File: config.mk
export PLATFORM = sky130hd
export DESIGN_NAME = pdm_mic_ctrl
export DESIGN_NICKNAME = d
export VERILOG_FILES = /design/src/rtl/pdm_mic_ctrl.sv
export SDC_FILE = /design/constraint.sdc
export NUM_CORES = 1
export LEC_CHECK = 0
export BUFFER_PORTS_ARGS = -buffer_cell sky130_fd_sc_hd__buf_2
export CORE_MARGIN = 5
export CORE_UTILIZATION = 62
export DETAILED_ROUTE_END_ITERATION = 8
export PLACE_DENSITY_LB_ADDON = 0.08
export SLEW_MARGIN = 0
export SYNTH_ARGS = -nofsm -noshare
export SYNTH_HDL_FRONTEND = slang
export SYNTH_SLANG_ARGS = --single-unit
File: constraint.sdc
create_clock -name clk_i -period 3.2 [get_ports clk_i]
set_input_delay 0.16 -clock clk_i [delete_from_list [all_inputs] [get_ports clk_i]]
set_output_delay 0.16 -clock clk_i [all_outputs]
set_load 0.01 [all_outputs]
File: src/rtl/pdm_mic_ctrl.sv
// PDM microphone front-end sequencer: divides clk_i into the mic clock, waits out
// the mic wake-up, then strobes sampled PDM bits into the CIC filter and tracks settling.
module pdm_mic_ctrl #(
    parameter int CLK_DIV        = 4,
    parameter int WAKEUP_CYCLES  = 40000,
    parameter int SETTLE_OUTPUTS = 16
) (
    input  logic       clk_i,
    input  logic       rst_i,
    input  logic       en_i,
    input  logic       pdm_data_i,
    input  logic       filt_out_valid_i,
    output logic       pdm_clk_o,
    output logic       filt_en_o,
    output logic       filt_data_o,
    output logic       filt_valid_o,
    output logic       ready_o,
    output logic [1:0] state_o
);
    localparam int DIV_W = $clog2(CLK_DIV);
    localparam int WK_W  = $clog2(WAKEUP_CYCLES + 1);
    localparam int ST_W  = $clog2(SETTLE_OUTPUTS + 2);

    localparam logic [DIV_W-1:0] DIV_LAST   = DIV_W'(CLK_DIV - 1);
    localparam logic [DIV_W-1:0] DIV_HALF   = DIV_W'(CLK_DIV / 2);
    localparam logic [DIV_W-1:0] DIV_SAMPLE = DIV_W'(CLK_DIV / 2 - 1);
    localparam logic [WK_W-1:0]  WAKE_LAST  = WK_W'(WAKEUP_CYCLES - 1);
    localparam logic [ST_W-1:0]  SETTLE_MAX = ST_W'(SETTLE_OUTPUTS);

    typedef enum logic [1:0] {
        IDLE   = 2'd0,
        WAKEUP = 2'd1,
        RUN    = 2'd2
    } state_t;

    state_t            state_q, state_d;
    logic [DIV_W-1:0]  div_cnt_q, div_cnt_d;
    logic [WK_W-1:0]   wake_cnt_q, wake_cnt_d;
    logic [ST_W-1:0]   settle_cnt_q, settle_cnt_d;
    logic              pdm_clk_q, pdm_clk_d;
    logic              filt_en_q, filt_en_d;
    logic              filt_data_q, filt_data_d;
    logic              filt_valid_q, filt_valid_d;
    logic              ready_q, ready_d;
    logic [DIV_W-1:0]  div_next;

    assign div_next = (div_cnt_q == DIV_LAST) ? '0 : div_cnt_q + 1'b1;

    always_comb begin
        state_d      = state_q;
        div_cnt_d    = '0;
        wake_cnt_d   = '0;
        settle_cnt_d = '0;
        filt_data_d  = filt_data_q;
        filt_valid_d = 1'b0;
        case (state_q)
            IDLE: begin
                if (en_i) state_d = WAKEUP;
            end
            WAKEUP: begin
                if (!en_i) begin
                    state_d = IDLE;
                end else begin
                    div_cnt_d  = div_next;
                    wake_cnt_d = wake_cnt_q;
                    if (div_cnt_q == DIV_LAST) begin
                        if (wake_cnt_q == WAKE_LAST) begin
                            state_d    = RUN;
                            wake_cnt_d = '0;
                        end else begin
                            wake_cnt_d = wake_cnt_q + 1'b1;
                        end
                    end
                end
            end
            RUN: begin
                if (!en_i) begin
                    state_d = IDLE;
                end else begin
                    div_cnt_d    = div_next;
                    settle_cnt_d = settle_cnt_q;
                    if (filt_out_valid_i && (settle_cnt_q != SETTLE_MAX))
                        settle_cnt_d = settle_cnt_q + 1'b1;
                    // last cycle of the high phase: mic data is stable here
                    if (div_cnt_q == DIV_SAMPLE) begin
                        filt_data_d  = pdm_data_i;
                        filt_valid_d = 1'b1;
                    end
                end
            end
            default: state_d = IDLE;
        endcase
        pdm_clk_d = (state_d != IDLE) && (div_cnt_d < DIV_HALF);
        filt_en_d = (state_d == RUN);
        ready_d   = (state_d == RUN) && (settle_cnt_d == SETTLE_MAX);
    end

    always_ff @(posedge clk_i) begin
        if (rst_i) begin
            state_q      <= IDLE;
            div_cnt_q    <= '0;
            wake_cnt_q   <= '0;
            settle_cnt_q <= '0;
            pdm_clk_q    <= 1'b0;
            filt_en_q    <= 1'b0;
            filt_data_q  <= 1'b0;
            filt_valid_q <= 1'b0;
            ready_q      <= 1'b0;
        end else begin
            state_q      <= state_d;
            div_cnt_q    <= div_cnt_d;
            wake_cnt_q   <= wake_cnt_d;
            settle_cnt_q <= settle_cnt_d;
            pdm_clk_q    <= pdm_clk_d;
            filt_en_q    <= filt_en_d;
            filt_data_q  <= filt_data_d;
            filt_valid_q <= filt_valid_d;
            ready_q      <= ready_d;
        end
    end

    assign pdm_clk_o    = pdm_clk_q;
    assign filt_en_o    = filt_en_q;
    assign filt_data_o  = filt_data_q;
    assign filt_valid_o = filt_valid_q;
    assign ready_o      = ready_q;
    assign state_o      = state_q;
endmodule

==> impl_metrics.csv, run 1 <==
group,metric,value,unit
sta,rsz0062_at_grt,"false",
floorplan,start_util,62.82,%
final_layout,area_growth,8.678,%
power,cellPowerDensity,390.1,nW/um^2
logic_synthesis,async_reset_ff_share,0,%
power,irDropWorstVdd,0.0004239,V
global_route,grt_pass1_vias,1159,
setup_path,crit_fanout,16,
final_layout,nFillCells,191,
logic_synthesis,synthFlopType,"dfxtp_1",
drt,num_vias,1224,
global_route,grt_use_met1,21.66,%
min_path,holdPathStages,2,
final_layout,final_cells,216,
sta,finalHoldViolCount,0,
final_layout,drive_above_1_share,11.83,%
floorplan,placementRows,18,
sta,finalSetupViolations,0,
clock_tree,clk_latency,330,ps
setup_path,crit_slowest_cell,"o211ai_2",
setup_path,arrival,2360,ps
drt,ant_nets,0,
sta,fin_crit_sh,67.72,%
min_path,min-delay-start,"rst_i",
floorplan,pin_count,12,
logic_synthesis,avgSynthCellArea,8.802,sq um
min_path,min_path_type,"input pin to flop",
global_route,antenna_found_initial,0,
setup_path,critical-path-max-stage-delay,550,ps
clock_tree,cts_tree,"built",
setup_path,criticalPathCategory,"flop to flop",
setup_path,critPathCaptureType,"flop",
floorplan,dieHeight,59.42,um
clock_tree,cts_sinks,30,
floorplan,core,2410,sq um
placed_design,dp_hpwl,2091,um
logic_synthesis,yosys.cell_types.count,40,
setup_path,ff2ff_path_depth,5,
drt,remaining_drc_errors,0,
clock_tree,cts_root_buffer,"clkbuf_4",
sta,max_freq,0.4614,GHz
drt,wirelength,2859,um
drt,vias_per_cell,5.667,
setup_path,rrSetupSlack,1030,ps
sta,clock_skew,7.943,ps
global_route,grt_max_degree,17,
logic_synthesis,ys_ff_latch,30,
logic_synthesis,syn_area,1514,sq um
flow_run,max_cap_viol_count,0,
setup_path,worstReg2RegEnd,"wake_cnt_q[0]",
power,power,641.9,uW
logic_synthesis,yosysSeqAreaShare,39.67,%
floorplan,die-area,3530,sq um
drt,first_pass_iters,5,
placed_design,placed_cells,210,
clock_tree,clk_pin_slew,90,ps
global_route,grt_pass1_wl,4981,um
clock_tree,clk_path_buf_depth,2,
run_status,run_status,"finished, final reports clean",
sta,relSlewSlack,55.30,%
global_route,use_met3,5.011,%
clock_tree,ctsResizeCount,0,
logic_synthesis,synth_edf_count,0,
clock_tree,cts_max_level,2,
sta,period_needed,2167,ps
floorplan,die_x,59.42,um
setup_path,start_kind,"flop",
logic_synthesis,syn_inst,172,
sta,slew_violations,0,
placed_design,globalplace.congestion,0.8334,
drt,avgRoutedWirePerCell,13.24,um
setup_path,crit-reg2reg-launch,"div_cnt_q[0]",
min_path,min_to,"filt_data_o",
final_layout,fin_nets,201,
global_route,overflow,0,
clock_tree,cts_hold_buffers,0,
setup_path,required,3390,ps
final_layout,diodes,0,
placed_design,io_buffer_count,11,
logic_synthesis,yosysWarnings,0,
clock_tree,cts_setup_buffers,0,
global_route,groute.usage.overall,18.92,%
global_route,top_usage_layer,"met2",
clock_tree,cts-buffers-inserted,5,
sta,worst_slew_pin_slew,668.6,ps
setup_path,path_cells,"ha_1 -> nand2_1 -> or3_4 -> o211ai_2 -> nor2_1",
logic_synthesis,syn-num-nets,186,
drt,drt_iter0_markers,35,
power,p_leak,0.5913,nW
sta,tns,0,ps
global_route,met2_usage,30.11,%
worst max-delay path, delay by kind of cell, from the launching register on:
kind,cells,cell delay (ps)
and+or+nand+nor,3,720
AOI/OAI and AO/OA,1,550
adders and majority gates,1,380
DFF,1,370
cell usage in the layout (no fill, tap or decap), drive strengths merged, types with 5 or more instances in the layout:
| master | Yosys | routed |
|---|---|---|
| inv | 11 | 11 |
| xor2 | 7 | 7 |
| nor2 | 25 | 25 |
| nand3 | 10 | 10 |
| nand2 | 10 | 10 |
| buf | 1 | 11 |
| nor4 | 5 | 5 |
| nand4 | 7 | 7 |
| dfxtp | 30 | 30 |
| ha | 9 | 9 |
| clkbuf | 2 | 6 |
| xnor2 | 9 | 9 |
power by group:
group | internal, mW | switching (mW)
Combinational | 0.0175 | 0.0240
Sequential | 0.377 | 0.00419
Clock | 0.0987 | 0.121
worst max-delay path by stage:
stage	to	depth (start not counted)	slack [ps]	from
4_1_cts	wake_cnt_q[0]	5	1020	div_cnt_q[0]
5_1_grt	wake_cnt_q[1]	5	850	div_cnt_q[0]
3_5_place_dp	wake_cnt_q[0]	5	1030	div_cnt_q[0]
6_report	wake_cnt_q[0]	5	1030	div_cnt_q[0]
3_3_place_gp	wake_cnt_q[12]	4	1140	wake_cnt_q[13]
2_1_floorplan	ready_o	6	1240	div_cnt_q[0]
cell usage after synthesis (2+ instances only):
master | instances | share of area (%)
nand2b_1 | 3 | 1.2
clkbuf_1 | 2 | 0.50
nand3_1 | 10 | 3.3
nand2_1 | 10 | 2.5
and3_1 | 3 | 1.2
mux2i_1 | 4 | 2.6
o21ai_0 | 2 | 0.66
nor2b_1 | 3 | 1.2
ha_1 | 9 | 7.4
or3_1 | 3 | 1.2
o2111ai_1 | 2 | 1.2
nor4_1 | 4 | 1.7
inv_1 | 11 | 2.7
xor2_1 | 7 | 4.0
nor2_1 | 25 | 6.2
nor3_1 | 3 | 0.99
xnor2_1 | 9 | 5.2
nand4_1 | 7 | 2.9
a21oi_1 | 4 | 1.3
and4_1 | 2 | 1.2
dfxtp_1 | 30 | 40
sequential cells by signal, indices dropped and copies added (netlist names):
signal / count
filt_en_o: 1
state_o: 2
pdm_clk_o: 1
filt_valid_o: 1
settle_cnt_q: 5
div_cnt_q: 2
filt_data_o: 1
wake_cnt_q: 16
ready_o: 1
through the flow:
step | util, % | worst slack, ps | hold WS (ps) | cell area (sq um)
final | 68.28 | 1033 | 49.14 | 1645
after global routing | 68.28 | 851.9 | 59.49 | 1645
after CTS | 68.28 | 1019 | 41.40 | 1645
after detailed placement | 66.15 | 1034 | 396.6 | 1594
after global placement | 66.15 | 1136 | 383.9 | 1594
after floorplan | - | 1244 | 232.4 | 1514
area by class of cell:
class / count / area (sq um) / share of cell area [%]
flip-flops and latches: 30 / 600.6 / 36.50
inverters: 11 / 41.29 / 2.510
multi-input cells: 128 / 859.6 / 52.24
well taps: 30 / 37.54 / 2.281
clock buffers: 6 / 51.30 / 3.118
repair buffers: 11 / 55.05 / 3.346
cells by family after synthesis:
| group | share of synthesized area (%) |
|---|---|
| XOR/XNOR | 9.257 |
| flip-flops | 39.67 |
| multiplexers | 2.645 |
| buffers and inverters | 3.554 |
| AO/OA/AOI/OAI | 8.348 |
| AND/OR/NAND/NOR | 29.09 |
| adder cells (fa/ha/maj) | 7.438 |
layer usage:
layer  part of all wire [%]  wire, um  up-vias
met2                     46      1305       22
met5                      0         0        -
met4                    2.8        81        0
met1                     46      1315      555
li1                       -         -      635
met3                    5.5       156       12
(Power assumes the default switching activity.)
==> run 2, diff against run 1 <==
--- a/config.mk
+++ b/config.mk
@@ -7,7 +7,7 @@
 export LEC_CHECK = 0
 export BUFFER_PORTS_ARGS = -buffer_cell sky130_fd_sc_hd__buf_2
 export CORE_MARGIN = 5
-export CORE_UTILIZATION = 62
+export CORE_UTILIZATION = 58
 export DETAILED_ROUTE_END_ITERATION = 8
 export PLACE_DENSITY_LB_ADDON = 0.08
 export SLEW_MARGIN = 0
==> constraint.sdc (replaced) <==
create_clock -name clk_i -period 2.1 [get_ports clk_i]
set_input_delay 0.105 -clock clk_i [delete_from_list [all_inputs] [get_ports clk_i]]
set_output_delay 0.105 -clock clk_i [all_outputs]
set_load 0.01 [all_outputs]
==> run 2 against run 1 <==
Effect of this change:
- sequential share of layout area decreased by 1.3 points
- register-to-register slack got worse by 890 ps
- sequential power up 52%
- core utilization is 0.66 points higher
- worst hold slack improved by 41 ps
- largest power group unchanged
- critical path depth fell by 1
- final area up 3.8%
- clock-buffer cell count grew 2
- first-iteration DRC count is 74% higher
- combinational power rose by 62%
- clock power increased by 95%
- final cell count increased by 2.8%
==> impl_metrics.csv, run 2 (synthesized netlist as in run 1, its figures left out) <==
group,metric,value,unit
run_status,run_status,"finished, final reports clean",
drt,vias_per_cell,5.748,
clock_tree,cts_setup_buffers,0,
sta,rsz0062_at_grt,"false",
setup_path,crit_fanout,4,
floorplan,pin_count,12,
drt,remaining_drc_errors,0,
floorplan,die_x,61.09,um
floorplan,dieHeight,61.09,um
final_layout,area_growth,12.81,%
drt,ant_nets,0,
min_path,holdPathStages,3,
setup_path,start_kind,"flop",
drt,avgRoutedWirePerCell,13.02,um
drt,met1_length,1261,um
flow_run,max_cap_viol_count,0,
setup_path,worstReg2RegEnd,"ready_o",
setup_path,criticalPathCategory,"flop to flop",
drt,num_vias,1276,
final_layout,drive_above_1_share,13.54,%
floorplan,core,2477,sq um
min_path,min_path_type,"input pin to flop",
drt,met3_length,203,um
global_route,groute.usage.overall,18.19,%
drt,wirelength,2891,um
drt,drt_iter0_markers,61,
setup_path,critical-path-max-stage-delay,540,ps
placed_design,globalplace.congestion,0.7671,
clock_tree,cts-buffers-inserted,5,
sta,fin_crit_sh,93.19,%
setup_path,ff2ff_path_depth,4,
setup_path,crit_slowest_cell,"or4b_1",
final_layout,final_cell_mix,"dfxtp_1, nor2_1, inv_1, buf_2",
setup_path,critPathCaptureType,"flop",
global_route,antenna_found_initial,0,
final_layout,largest_register_ffs,16,
final_layout,fin_nets,205,
power,power,1.075,mW
final_layout,nFillCells,196,
power,p_leak,0.6265,nW
final_layout,diodes,0,
min_path,min-delay-start,"filt_out_valid_i",
sta,finalHoldViolCount,0,
clock_tree,cts_tree,"built",
placed_design,placed_cells,212,
setup_path,rrSetupSlack,140,ps
clock_tree,clk_pin_slew,90,ps
floorplan,placementRows,18,
power,cellPowerDensity,629.4,nW/um^2
final_layout,stdcell_area,1708,sq um
placed_design,dp_hpwl,2123,um
drt,first_pass_iters,4,
global_route,grt_max_degree,17,
drt,routed.top_layer,"met4",
drt,route.met2.wl,1358,um
sta,finalSetupViolations,0,
min_path,min_to,"settle_cnt_q[2]",
final_layout,layout_commonest_cell,"dfxtp_1",
power,irDropWorstVdd,0.0005232,V
setup_path,arrival,2220,ps
sta,clock_skew,10.49,ps
final_layout,regMostFlops,"wake_cnt_q",
setup_path,path_cells,"or4b_1 -> or3_4 -> o31a_1 -> nor4_2",
sta,period_needed,1957,ps
setup_path,crit-reg2reg-launch,"wake_cnt_q[13]",
final_layout,reg_top3,"wake_cnt_q x16, settle_cnt_q x5",
sta,max_freq,0.5110,GHz
global_route,grt_pass1_wl,5009,um
sta,slew_violations,0,
placed_design,io_buffer_count,11,
placed_design,placed_area,1609,sq um
clock_tree,clk_latency,340,ps
sta,worst_slew_pin_slew,423.8,ps
clock_tree,cts_root_buffer,"clkbuf_4",
floorplan,start_util,61.11,%
floorplan,die-area,3732,sq um
clock_tree,cts_sinks,30,
clock_tree,cts_max_level,2,
sta,tns,0,ps
global_route,overflow,0,
sta,relSlewSlack,71.49,%
clock_tree,clk_path_buf_depth,2,
setup_path,required,2360,ps
final_layout,final_cells,222,
global_route,grt_pass1_vias,1182,
## run 2: where the power goes
part,internal (mW),switching (mW)
Clock,0.228,0.198
Sequential,0.575,0.00615
Combinational,0.0290,0.0384
## run 2: per-layer routing
metal	GRT usage, %	vias up
li1	-	657
met1	20.75	569
met5	0	-
met3	6.918	8
met2	29.91	42
met4	8.669	0
## run 2: metrics by stage
| stage | utilization (%) | hold WS [ps] | worst slack [ps] |
|---|---|---|---|
| finish | 68.94 | 90.41 | 143.1 |
| global placement | 64.95 | 327.1 | 174.9 |
| floorplan | - | 177.4 | 144.4 |
| global route | 68.94 | 86.73 | 64.32 |
| CTS | 68.94 | 78.80 | 130.2 |
| detailed placement | 64.95 | 330.7 | 149.6 |
## run 2: critical path, delay by kind of cell (launching register included)
| family | cells | cell delay, ps |
|---|---|---|
| and+or+nand+nor | 3 | 1220 |
| DFF | 1 | 340 |
| AOI/OAI and AO/OA | 1 | 340 |
## run 2: worst max-delay path by stage
stage	start	to	slack [ps]
floorplan	div_cnt_q[0]	ready_o	140
CTS	wake_cnt_q[13]	ready_o	130
finish	wake_cnt_q[13]	ready_o	140
global placement	wake_cnt_q[13]	ready_o	170
global route	wake_cnt_q[13]	ready_o	60
detailed placement	wake_cnt_q[13]	ready_o	150
## run 2: cell type report
class | count | area [sq um] | area share, %
multi-input cells | 128 | 859.6 | 50.33
flip-flops and latches | 30 | 600.6 | 35.16
inverters | 11 | 41.29 | 2.418
clock buffers | 8 | 78.83 | 4.615
well taps | 30 | 37.54 | 2.198
repair buffers | 15 | 90.09 | 5.275
## run 2: what timing repair did
action                                  in CTS  in global routing
gates resized for setup                      0                  0
endpoints found under the setup margin       0                  0
hold buffers                                 2                  0
endpoints found under the hold margin        1                  0
